==> src/rtl/hazard_sequencer_pkg.sv <==
// Shared types and constants for the pipeline hazard sequencer.
package hazard_sequencer_pkg;

  localparam int unsigned REG_ADDR_W = 5;
  typedef logic [REG_ADDR_W-1:0] reg_addr_t;

  localparam int unsigned MAX_BUBBLES = 3;
  typedef logic [1:0] bubble_cnt_t;

  typedef logic [1:0] hazard_state_e;
  localparam hazard_state_e RUN        = 2'd0;
  localparam hazard_state_e MEM_WAIT   = 2'd1;
  localparam hazard_state_e LOAD_STALL = 2'd2;
  localparam hazard_state_e REDIRECT   = 2'd3;

endpackage

==> src/rtl/hazard_sequencer_if.sv <==
// Hazard-sequencer control bus: pipeline status in, stage controls out.
interface hazard_sequencer_if
  import hazard_sequencer_pkg::*;
#(
  parameter int unsigned CNT_WIDTH = 32
);
  reg_addr_t              i_id_rs1;
  reg_addr_t              i_id_rs2;
  logic                   i_id_use_rs1;
  logic                   i_id_use_rs2;
  reg_addr_t              i_ex_reg_destination;
  logic                   i_ex_reg_wr;
  logic                   i_ex_mem_rd;
  logic                   i_ex_redirect;
  logic                   i_dmem_req;
  logic                   i_dmem_ready;
  logic                   o_if_stall;
  logic                   o_if_flush;
  logic                   o_id_clk_en;
  logic                   o_id_flush;
  logic                   o_id_insert_nop;
  logic [CNT_WIDTH-1:0]   o_stall_cycles;

  modport master (
    output i_id_rs1, i_id_rs2, i_id_use_rs1, i_id_use_rs2, i_ex_reg_destination,
           i_ex_reg_wr, i_ex_mem_rd, i_ex_redirect, i_dmem_req, i_dmem_ready,
    input  o_if_stall, o_if_flush, o_id_clk_en, o_id_flush, o_id_insert_nop, o_stall_cycles
  );

  modport slave (
    input  i_id_rs1, i_id_rs2, i_id_use_rs1, i_id_use_rs2, i_ex_reg_destination,
           i_ex_reg_wr, i_ex_mem_rd, i_ex_redirect, i_dmem_req, i_dmem_ready,
    output o_if_stall, o_if_flush, o_id_clk_en, o_id_flush, o_id_insert_nop, o_stall_cycles
  );
endinterface

==> src/rtl/hazard_sequencer_detect.sv <==
// Combinational load-use hazard compare between the EX load and the ID operands.
module hazard_detect
  import hazard_sequencer_pkg::*;
(
  input  reg_addr_t id_rs1_i,
  input  reg_addr_t id_rs2_i,
  input  logic      id_use_rs1_i,
  input  logic      id_use_rs2_i,
  input  reg_addr_t ex_rd_i,
  input  logic      ex_reg_wr_i,
  input  logic      ex_mem_rd_i,
  output logic      load_use_o
);
  logic rs1_hit, rs2_hit;

  always_comb begin
    rs1_hit    = id_use_rs1_i && (id_rs1_i == ex_rd_i);
    rs2_hit    = id_use_rs2_i && (id_rs2_i == ex_rd_i);
    // x0 is hardwired zero, so a load targeting it never produces a value to wait on
    load_use_o = ex_mem_rd_i && ex_reg_wr_i && (ex_rd_i != '0) && (rs1_hit || rs2_hit);
  end
endmodule

==> src/rtl/hazard_sequencer.sv <==
// Pipeline control FSM: freezes on memory waits, flushes on redirects and
// inserts bubbles on load-use hazards; counts IF stall cycles.
module hazard_sequencer
  import hazard_sequencer_pkg::*;
#(
  parameter int unsigned LOAD_USE_BUBBLES = 1,
  parameter int unsigned REDIRECT_BUBBLES = 1,
  parameter int unsigned CNT_WIDTH        = 32
) (
  input  logic              clk,
  input  logic              rst_n,
  hazard_sequencer_if.slave bus
);
  hazard_state_e        state_q, state_d;
  bubble_cnt_t          bub_q, bub_d;
  logic [CNT_WIDTH-1:0] stall_cnt_q, stall_cnt_d;
  logic load_use, mem_stall;
  logic if_stall, if_flush, id_clk_en, id_flush, id_nop;

  hazard_detect u_detect (
    .id_rs1_i     (bus.i_id_rs1),
    .id_rs2_i     (bus.i_id_rs2),
    .id_use_rs1_i (bus.i_id_use_rs1),
    .id_use_rs2_i (bus.i_id_use_rs2),
    .ex_rd_i      (bus.i_ex_reg_destination),
    .ex_reg_wr_i  (bus.i_ex_reg_wr),
    .ex_mem_rd_i  (bus.i_ex_mem_rd),
    .load_use_o   (load_use)
  );

  assign mem_stall = bus.i_dmem_req && !bus.i_dmem_ready;

  always_comb begin
    state_d   = state_q;
    bub_d     = bub_q;
    if_stall  = 1'b0;
    if_flush  = 1'b0;
    id_clk_en = 1'b1;
    id_flush  = 1'b0;
    id_nop    = 1'b0;
    if (state_q == MEM_WAIT || mem_stall) begin
      // Full freeze; pending redirect/load-use inputs are held and re-seen afterwards
      if_stall  = 1'b1;
      id_clk_en = 1'b0;
      if (state_q == MEM_WAIT) begin
        if (bus.i_dmem_ready) state_d = RUN;
      end else if (state_q == RUN) begin
        state_d = MEM_WAIT;
      end
    end else if (bus.i_ex_redirect) begin
      if_flush = 1'b1;
      id_flush = 1'b1;
      id_nop   = 1'b1;
      if (REDIRECT_BUBBLES > 0) begin
        state_d = REDIRECT;
        bub_d   = bubble_cnt_t'(REDIRECT_BUBBLES);
      end else begin
        state_d = RUN;
      end
    end else if (state_q == RUN) begin
      if (load_use) begin
        if_stall = 1'b1;
        id_flush = 1'b1;
        if (LOAD_USE_BUBBLES > 1) begin
          state_d = LOAD_STALL;
          bub_d   = bubble_cnt_t'(LOAD_USE_BUBBLES - 1);
        end
      end
    end else begin
      // LOAD_STALL or REDIRECT bubble cycle
      id_flush = 1'b1;
      if (state_q == LOAD_STALL) if_stall = 1'b1;
      else                       id_nop   = 1'b1;
      if (bub_q == bubble_cnt_t'(1)) state_d = RUN;
      else                           bub_d   = bub_q - bubble_cnt_t'(1);
    end

    stall_cnt_d = stall_cnt_q;
    if (if_stall && (stall_cnt_q != '1)) stall_cnt_d = stall_cnt_q + CNT_WIDTH'(1);

    if (!rst_n) begin
      if_stall  = 1'b0;
      if_flush  = 1'b1;
      id_clk_en = 1'b1;
      id_flush  = 1'b1;
      id_nop    = 1'b1;
    end
  end

  always_ff @(posedge clk) begin
    if (!rst_n) begin
      state_q     <= RUN;
      bub_q       <= '0;
      stall_cnt_q <= '0;
    end else begin
      state_q     <= state_d;
      bub_q       <= bub_d;
      stall_cnt_q <= stall_cnt_d;
    end
  end

  assign bus.o_if_stall      = if_stall;
  assign bus.o_if_flush      = if_flush;
  assign bus.o_id_clk_en     = id_clk_en;
  assign bus.o_id_flush      = id_flush;
  assign bus.o_id_insert_nop = id_nop;
  assign bus.o_stall_cycles  = stall_cnt_q;
endmodule

==> src/flat_wrapper.sv <==
// flat-port wrapper written by rule: the top's interface ports become plain ports
module hazard_sequencer_flat import hazard_sequencer_pkg::*;
#(
  parameter int unsigned LOAD_USE_BUBBLES = 1,
  parameter int unsigned REDIRECT_BUBBLES = 1,
  parameter int unsigned CNT_WIDTH        = 32
)
  (clk, rst_n, bus_i_id_rs1, bus_i_id_rs2, bus_i_id_use_rs1, bus_i_id_use_rs2, bus_i_ex_reg_destination, bus_i_ex_reg_wr, bus_i_ex_mem_rd, bus_i_ex_redirect, bus_i_dmem_req, bus_i_dmem_ready, bus_o_if_stall, bus_o_if_flush, bus_o_id_clk_en, bus_o_id_flush, bus_o_id_insert_nop, bus_o_stall_cycles);
  hazard_sequencer_if #(.CNT_WIDTH(CNT_WIDTH)) bus_i ();
  input  logic clk;
  input  logic rst_n;
  input wire logic [$bits(bus_i.i_id_rs1)-1:0] bus_i_id_rs1;
  input wire logic [$bits(bus_i.i_id_rs2)-1:0] bus_i_id_rs2;
  input wire logic [$bits(bus_i.i_id_use_rs1)-1:0] bus_i_id_use_rs1;
  input wire logic [$bits(bus_i.i_id_use_rs2)-1:0] bus_i_id_use_rs2;
  input wire logic [$bits(bus_i.i_ex_reg_destination)-1:0] bus_i_ex_reg_destination;
  input wire logic [$bits(bus_i.i_ex_reg_wr)-1:0] bus_i_ex_reg_wr;
  input wire logic [$bits(bus_i.i_ex_mem_rd)-1:0] bus_i_ex_mem_rd;
  input wire logic [$bits(bus_i.i_ex_redirect)-1:0] bus_i_ex_redirect;
  input wire logic [$bits(bus_i.i_dmem_req)-1:0] bus_i_dmem_req;
  input wire logic [$bits(bus_i.i_dmem_ready)-1:0] bus_i_dmem_ready;
  output wire logic [$bits(bus_i.o_if_stall)-1:0] bus_o_if_stall;
  output wire logic [$bits(bus_i.o_if_flush)-1:0] bus_o_if_flush;
  output wire logic [$bits(bus_i.o_id_clk_en)-1:0] bus_o_id_clk_en;
  output wire logic [$bits(bus_i.o_id_flush)-1:0] bus_o_id_flush;
  output wire logic [$bits(bus_i.o_id_insert_nop)-1:0] bus_o_id_insert_nop;
  output wire logic [$bits(bus_i.o_stall_cycles)-1:0] bus_o_stall_cycles;
  assign bus_i.i_id_rs1 = bus_i_id_rs1;
  assign bus_i.i_id_rs2 = bus_i_id_rs2;
  assign bus_i.i_id_use_rs1 = bus_i_id_use_rs1;
  assign bus_i.i_id_use_rs2 = bus_i_id_use_rs2;
  assign bus_i.i_ex_reg_destination = bus_i_ex_reg_destination;
  assign bus_i.i_ex_reg_wr = bus_i_ex_reg_wr;
  assign bus_i.i_ex_mem_rd = bus_i_ex_mem_rd;
  assign bus_i.i_ex_redirect = bus_i_ex_redirect;
  assign bus_i.i_dmem_req = bus_i_dmem_req;
  assign bus_i.i_dmem_ready = bus_i_dmem_ready;
  assign bus_o_if_stall = bus_i.o_if_stall;
  assign bus_o_if_flush = bus_i.o_if_flush;
  assign bus_o_id_clk_en = bus_i.o_id_clk_en;
  assign bus_o_id_flush = bus_i.o_id_flush;
  assign bus_o_id_insert_nop = bus_i.o_id_insert_nop;
  assign bus_o_stall_cycles = bus_i.o_stall_cycles;
  hazard_sequencer #(.LOAD_USE_BUBBLES(LOAD_USE_BUBBLES), .REDIRECT_BUBBLES(REDIRECT_BUBBLES), .CNT_WIDTH(CNT_WIDTH)) u_core (.clk(clk), .rst_n(rst_n), .bus(bus_i));
endmodule
==> config.mk <==
export PLATFORM = sky130hd
export DESIGN_NAME = hazard_sequencer_flat
export DESIGN_NICKNAME = d
export VERILOG_FILES = /design/src/rtl/hazard_sequencer_pkg.sv /design/src/rtl/hazard_sequencer_if.sv /design/src/rtl/hazard_sequencer_detect.sv /design/src/rtl/hazard_sequencer.sv /design/src/flat_wrapper.sv
export SDC_FILE = /design/constraint.sdc
export NUM_CORES = 1
export LEC_CHECK = 0
export CAP_MARGIN = 20
export CORE_ASPECT_RATIO = 1.75
export CORE_MARGIN = 2
export CORE_UTILIZATION = 43
export CTS_BUF_LIST = sky130_fd_sc_hd__clkbuf_16
export CTS_CLUSTER_DIAMETER = 80
export DETAILED_ROUTE_END_ITERATION = 16
export PLACE_DENSITY = 0.83
export SLEW_MARGIN = 10
export SYNTH_ARGS = -nofsm -noshare
export SYNTH_HDL_FRONTEND = slang
export SYNTH_SLANG_ARGS = --single-unit
==> constraint.sdc <==
create_clock -name clk -period 2 [get_ports clk]
set_input_delay 0.2 -clock clk [delete_from_list [all_inputs] [get_ports clk]]
set_output_delay 0.2 -clock clk [all_outputs]
set_load 0.03 [all_outputs]
==> results of run 1 <==
-- critical path: stages --
cell and delay [ps]:
buf_6 110, xnor2_4 160, nand4_1 130, o22ai_2 190
a41oi_2 150, o31a_4 400, buf_12 170, or4_4 510
a21oi_2 150
-- cell families after synthesis --
kind of cell | count (synthesis) | synth area share [%]
adder cells (fa/ha/maj) | 2 | 1.16
buffers and inverters | 19 | 5.82
multiplexers | 6 | 2.79
flip-flops | 36 | 33.5
AO/OA/AOI/OAI | 68 | 19.8
AND/OR/NAND/NOR | 120 | 32.8
XOR/XNOR | 10 | 4.07
-- metal layers --
| layer | vias up | part of all wire [%] | track usage (%) |
|---|---|---|---|
| met4 | 0 | 3.4 | 10.6 |
| li1 | 1157 | - | - |
| met5 | - | 0 | 0 |
| met2 | 96 | 54 | 41.4 |
| met3 | 21 | 6.2 | 4.93 |
| met1 | 1175 | 37 | 23.3 |
-- final cells by class --
class | instances | area (um^2) | share of cell area (%)
Tap cell | 54 | 67.6 | 2.02
Sequential cell | 36 | 771 | 23.1
Clock buffer | 5 | 125 | 3.75
Multi-Input combinational cell | 206 | 1460 | 43.6
Inverter | 4 | 15.0 | 0.449
Timing Repair Buffer | 92 | 892 | 26.7
Clock inverter | 3 | 13.8 | 0.412
-- state kept, by name, indices dropped and copies added (netlist names) --
name / cells
u_core.state_q: 2
u_core.bub_q: 2
u_core.bus.o_stall_cycles: 32
-- cells in the final DEF (no fill, tap or decap), types with 5 or more instances in the layout --
cell type        Yosys  routed
dfxtp_4              0      10
o31ai_1             18      18
or4_1               18      14
nor2_1              12      12
nand3_1              9       9
buf_4                0      30
buf_2                1       8
nand2_1             27      25
o21ai_0             10       9
dfxtp_1             36      16
mux2i_1              6       6
nand2b_1            10      10
a21oi_1             28      24
clkdlybuf4s50_1      0      38
dfxtp_2              0      10
clkbuf_16            0       5
and3_1               5       5
nand4_1             13      13
or3_1                7       7
-- repair_timing --
item                                    4_1_cts  5_1_grt
endpoints found under the hold margin         0        0
gates resized for setup                      64       33
buffers inserted                              1        3
gates cloned                                  4        0
pin swaps                                    36       15
endpoints found under the setup margin       33       30
-- worst max path at each step --
stage                     slack (ps)                                         end                                        from
after floorplan                  0.3   u_core.bus.o_stall_cycles[4]$_SDFFE_PN0P_   u_core.bus.o_stall_cycles[9]$_SDFFE_PN0P_
after global placement          -500  u_core.bus.o_stall_cycles[31]$_SDFFE_PN0P_                 bus_i_ex_reg_destination[0]
after detailed placement        -550  u_core.bus.o_stall_cycles[15]$_SDFFE_PN0P_                 bus_i_ex_reg_destination[0]
after CTS                          8  u_core.bus.o_stall_cycles[21]$_SDFFE_PN0P_                             bus_i_id_rs2[3]
after global routing             -30  u_core.bus.o_stall_cycles[31]$_SDFFE_PN0P_  u_core.bus.o_stall_cycles[24]$_SDFFE_PN0P_
final                             20  u_core.bus.o_stall_cycles[21]$_SDFFE_PN0P_                 bus_i_ex_reg_destination[3]
-- per-stage QoR --
step | instance area [um^2] | hold WS, ps
2_1_floorplan | 2220 | 339
3_3_place_gp | 2970 | 478
3_5_place_dp | 2970 | 491
4_1_cts | 3210 | 504
5_1_grt | 3340 | 515
6_report | 3340 | 499
-- where the power goes --
part	switching (mW)	internal, mW
Sequential	0.0168	0.721
Clock	0.294	0.452
Combinational	0.206	0.223
Total	0.516	1.40
==> out/results.ini, run 1 <==
[timing]
worstMarginPinSlew_ps = 380
worst_slack_ps = 23.8
setup_violations = 0
rsz0062_at_grt = true
tns_ps = 0
fin_skew_ps = 4.38
timing.final.crit_share_pct = 98.8
fmax_mhz = 506
timing.final.hold_violations = 0
slew-limit-headroom_pct = 74.4
post-route-min-period_ps = 1980
drv_slew = 0

[setup_path]
reg2reg_slack_ps = 80
arrival_ps = 2180
crit_required_ps = 2210
r2r_start = u_core.bus.o_stall_cycles[24]$_SDFFE_PN0P_
endpoint_kind = flop
worstSetupPathType = input pin to flop
crit_path_max_fanout = 6
r2r-end = u_core.bus.o_stall_cycles[31]$_SDFFE_PN0P_
start_kind = input pin
rr_worst_depth = 7

[placed_design]
dp_cells = 384
pre_cts_ws_ps = -549
gp_congestion = 0.774
hpwl_mm = 4.14
portBuffers = 60

[logic_synthesis]
synth_commonest_cells = 36 x dfxtp_1, 28 x a21oi_1, 27 x nand2_1, 18 x o31ai_1, 18 x or4_1
ys_seq_area_share_pct = 33.5
yosysWarnings = 0
synth_nets = 287
synth_edf_count = 0
synth_most_common_cell = dfxtp_1
synth_cell_types = 43
syn-instance-count = 261
syn_area_um2 = 2150
synth.avg_cell_area_um2 = 8.24
synthArstFlopShare_pct = 0
synth_area_leader_cell = dfxtp_1
synth_top_area_share_pct = 33.5
synthFlopType = dfxtp_1
synth_seq_cells = 36
yosys-top-cells-area = dfxtp_1 34%, a21oi_1 6.5%, o31ai_1 6.3%, or4_1 6.3%, nand2_1 4.7%

[clock_tree]
cts-buffers-inserted = 5
holdBufCountCts = 0
cts_tree = done
clockBufferDepth = 2
cts-root-buf = clkbuf_16
clock_latency_ps = 280
path_clk_slew_ps = 60
cts_num_sinks = 36
htree_levels = 2

[global_routing]
grt_usage_pct = 22.6
grt_pass1_vias = 2267
grt_pass1_wl_mm = 10.1
antenna_found_initial = 0
overflow = 0
grt_max_degree = 27

[min_path]
min_from = u_core.bus.o_stall_cycles[20]$_SDFFE_PN0P_
min_path_cells = 2
hold_end = u_core.bus.o_stall_cycles[20]$_SDFFE_PN0P_
hold_path.class = flop to flop

[detailed_routing]
wl_per_cell_um = 16.7
ant_nets = 0
drt-total-wl_mm = 6.66
drtIter0Drc = 100
drc = 0
viasPerCell = 6.12
vias = 2449
drt_pre_antenna_iters = 4

[layout]
layout.cells.non_filler = 400
fillCellCount = 381
final_nets = 371
area_delta_synth_final_pct = 55.4
final_layout_size_suffix_gt1_share_pct = 31.2
utilization_pct = 68.3
diodes = 0

[flow_run]
drv_cap = 0

[outcome]
status = completed

[floorplanning]
initial_core_util_pct = 43.9
dieArea_um2 = 5600
placementRows = 34
core_um2 = 4890
die_w_um = 57.4
io_pins = 61
die_h_um = 97.5

[pwr]
p_per_area_nw_per_um2 = 572
leakagePower_nw = 1.19
fin_total_pwr_mw = 1.91
peakVddDrop_v = 0.000618

Note: power is estimated with default switching activity, not from simulation.
==> run 2, diff against run 1 <==
--- a/config.mk
+++ b/config.mk
@@ -6,14 +6,15 @@
 export NUM_CORES = 1
 export LEC_CHECK = 0
 export CAP_MARGIN = 20
-export CORE_ASPECT_RATIO = 1.75
+export CORE_ASPECT_RATIO = 0.6
 export CORE_MARGIN = 2
 export CORE_UTILIZATION = 43
 export CTS_BUF_LIST = sky130_fd_sc_hd__clkbuf_16
 export CTS_CLUSTER_DIAMETER = 80
 export DETAILED_ROUTE_END_ITERATION = 16
 export PLACE_DENSITY = 0.83
-export SLEW_MARGIN = 10
+export SLEW_MARGIN = 20
 export SYNTH_ARGS = -nofsm -noshare
 export SYNTH_HDL_FRONTEND = slang
 export SYNTH_SLANG_ARGS = --single-unit
+export TNS_END_PERCENT = 100
==> out/results.ini, run 2 (synthesis gave the netlist of run 1 again) <==
[setup_path]
start_kind = flop
rr_worst_depth = 5
reg2reg_slack_ps = -170
arrival_ps = 2360
slowest_delay_ps = 590
critical_path.cell_chain = nand3_1, nor2_1, nand2_1, or4_1, a21oi_1
endpoint_kind = flop
cp.depth = 5
crit_path_max_fanout = 8
crit_family = simple AND/OR/NAND/NOR gates
critPathBufInv = 0
r2r-end = u_core.bus.o_stall_cycles[21]$_SDFFE_PN0P_
crit_required_ps = 2190
r2r_start = u_core.bus.o_stall_cycles[2]$_SDFFE_PN0P_
worstSetupPathType = flop to flop
critical-path-slowest-cell = or4_1

[clock_tree]
cts-root-buf = clkbuf_16
path_clk_slew_ps = 60
cts_tree = done
holdBufCountCts = 0
cts-buffers-inserted = 5
htree_levels = 2
clock_latency_ps = 280
cts_num_sinks = 36
clockBufferDepth = 2

[timing]
fin_skew_ps = 7.72
timing.final.hold_violations = 0
setup_violations = 19
worstMarginPinSlew_ps = 409
worst_slack_ps = -173
slew-limit-headroom_pct = 72.7
rsz0062_at_grt = true
fmax_mhz = 460
post-route-min-period_ps = 2170
drv_slew = 0
timing.final.crit_share_pct = 109

[pwr]
peakVddDrop_v = 0.000542
pwr-share-clk_pct = 37.5
p_per_area_nw_per_um2 = 549
switching_share_pct = 29.6
power_frac_comb_pct = 26.4
leakagePower_nw = 1.33
p_switching_uw = 605
p_seq_share_pct = 36.2
fin_total_pwr_mw = 2.04
p_int_mw = 1.44

[min_path]
hold_path.class = flop to flop
min_path_cells = 2
min_from = u_core.bus.o_stall_cycles[20]$_SDFFE_PN0P_
hold_end = u_core.bus.o_stall_cycles[20]$_SDFFE_PN0P_

[placed_design]
pre_cts_ws_ps = -609
postPlaceCellArea_um2 = 3000
portBuffers = 60
hpwl_mm = 4.42
dp_cells = 395
gp_congestion = 0.835

[outcome]
status = finished, violations left
violations = setup timing

[layout]
fillCellCount = 246
diodes = 0
utilization_pct = 79.5
multi_input_area_um2 = 1650
post-route-cell-area_um2 = 3720
final_layout_size_suffix_gt1_share_pct = 40.7
mostFrequentLayoutCell = clkdlybuf4s50_1
largest_reg_flops = 32
final_nets = 379
mostFrequentLayoutCells = 38 x clkdlybuf4s50_1, 31 x buf_4, 26 x nand2_1
area.sequential_um2 = 779
area_delta_synth_final_pct = 73.1
layout.cells.non_filler = 417

[detailed_routing]
ant_nets = 0
viasPerCell = 6.86
vias = 2859
wl_met3_mm = 1.08
wl_met2_mm = 4.30
drt_pre_antenna_iters = 5
drc = 0
top_layer = met4
drt-met1-wl_mm = 3.69
wl_per_cell_um = 23.1
drtIter0Drc = 522
drt-total-wl_mm = 9.63

[floorplanning]
core_um2 = 4680
die_w_um = 95.3
initial_core_util_pct = 45.9
placementRows = 19
io_pins = 61
dieArea_um2 = 5600
die_h_um = 58.8

[global_routing]
antenna_found_initial = 0
grt_usage_pct = 29.2
overflow = 0
grt_max_degree = 17
grt_pass1_vias = 2509
grt_pass1_wl_mm = 12.6

[flow_run]
drv_cap = 0

run 2: changes by cell type in the layout (fill, tap and decap cells not counted), moves of 4 or more:
cell / before / now
o31ai_4: 0 / 6
a21oi_1: 24 / 18
o31ai_2: 0 / 6
xnor2_2: 4 / 8
o31ai_1: 18 / 6
a21oi_2: 4 / 10
run 2: area by class of cell:
| cell class | count | area share, % |
|---|---|---|
| flip-flops and latches | 36 | 20.9 |
| multi-input cells | 206 | 44.5 |
| clock buffers | 5 | 3.36 |
| inverters | 4 | 0.403 |
| clock inverters | 3 | 0.370 |
| well taps | 63 | 2.12 |
| repair buffers | 100 | 28.3 |
run 2: what timing repair did:
action                                  in CTS  in global routing
cloned                                       7                  1
gates resized for setup                     99                 45
pin swaps                                   46                 31
endpoints found under the setup margin      34                 33
setup buffers                                2                  5
run 2: worst reg2reg max path: stages, from the launching register on:
cell and delay, ps:
dfxtp_2 400, nand3_1 180, nor2_1 340, nand2_1 340, or4_1 590, a21oi_1 220
run 2: per-stage QoR:
stage	setup TNS, ps	hold slack (ps)
CTS	0	499
global placement	-16100	482
finish	-792	486
detailed placement	-17730	483
global route	-1250	500
floorplan	0	339
run 2: worst max path at each step:
stage,start,to,slack (ps)
CTS,bus_i_id_rs1[1],u_core.bus.o_stall_cycles[18]$_SDFFE_PN0P_,20
global route,u_core.bus.o_stall_cycles[0]$_SDFFE_PN0P_,u_core.bus.o_stall_cycles[21]$_SDFFE_PN0P_,-180
floorplan,u_core.bus.o_stall_cycles[9]$_SDFFE_PN0P_,u_core.bus.o_stall_cycles[4]$_SDFFE_PN0P_,0.3
finish,u_core.bus.o_stall_cycles[2]$_SDFFE_PN0P_,u_core.bus.o_stall_cycles[21]$_SDFFE_PN0P_,-170
detailed placement,bus_i_ex_reg_destination[1],u_core.bus.o_stall_cycles[31]$_SDFFE_PN0P_,-610
global placement,bus_i_ex_reg_destination[3],u_core.bus.o_stall_cycles[10]$_SDFFE_PN0P_,-550
run 2: power groups by stage:
stage                     combinational, mW  clock (mW)  sequential [mW]
after global placement                0.307           0            0.752
after CTS                             0.486       0.757            0.738
final                                 0.539       0.766            0.739
after floorplan                       0.164           0            0.760
after global routing                  0.553       0.789            0.742
after detailed placement              0.316           0            0.753
run 2: layer usage:
layer  vias to the layer above  track usage, %
met2                       268            45.2
met1                      1336            40.3
met4                         0            11.0
met3                        73            6.40
met5                         -               0
li1                       1182               -
==> run 3, diff against run 2 <==
--- a/config.mk
+++ b/config.mk
@@ -13,7 +13,7 @@
 export CTS_CLUSTER_DIAMETER = 80
 export DETAILED_ROUTE_END_ITERATION = 16
 export PLACE_DENSITY = 0.83
-export SLEW_MARGIN = 20
+export SLEW_MARGIN = 10
 export SYNTH_ARGS = -nofsm -noshare
 export SYNTH_HDL_FRONTEND = slang
 export SYNTH_SLANG_ARGS = --single-unit
==> results of run 3 <==
No change in the layout: final DEF, timing and power equal those of run 2.
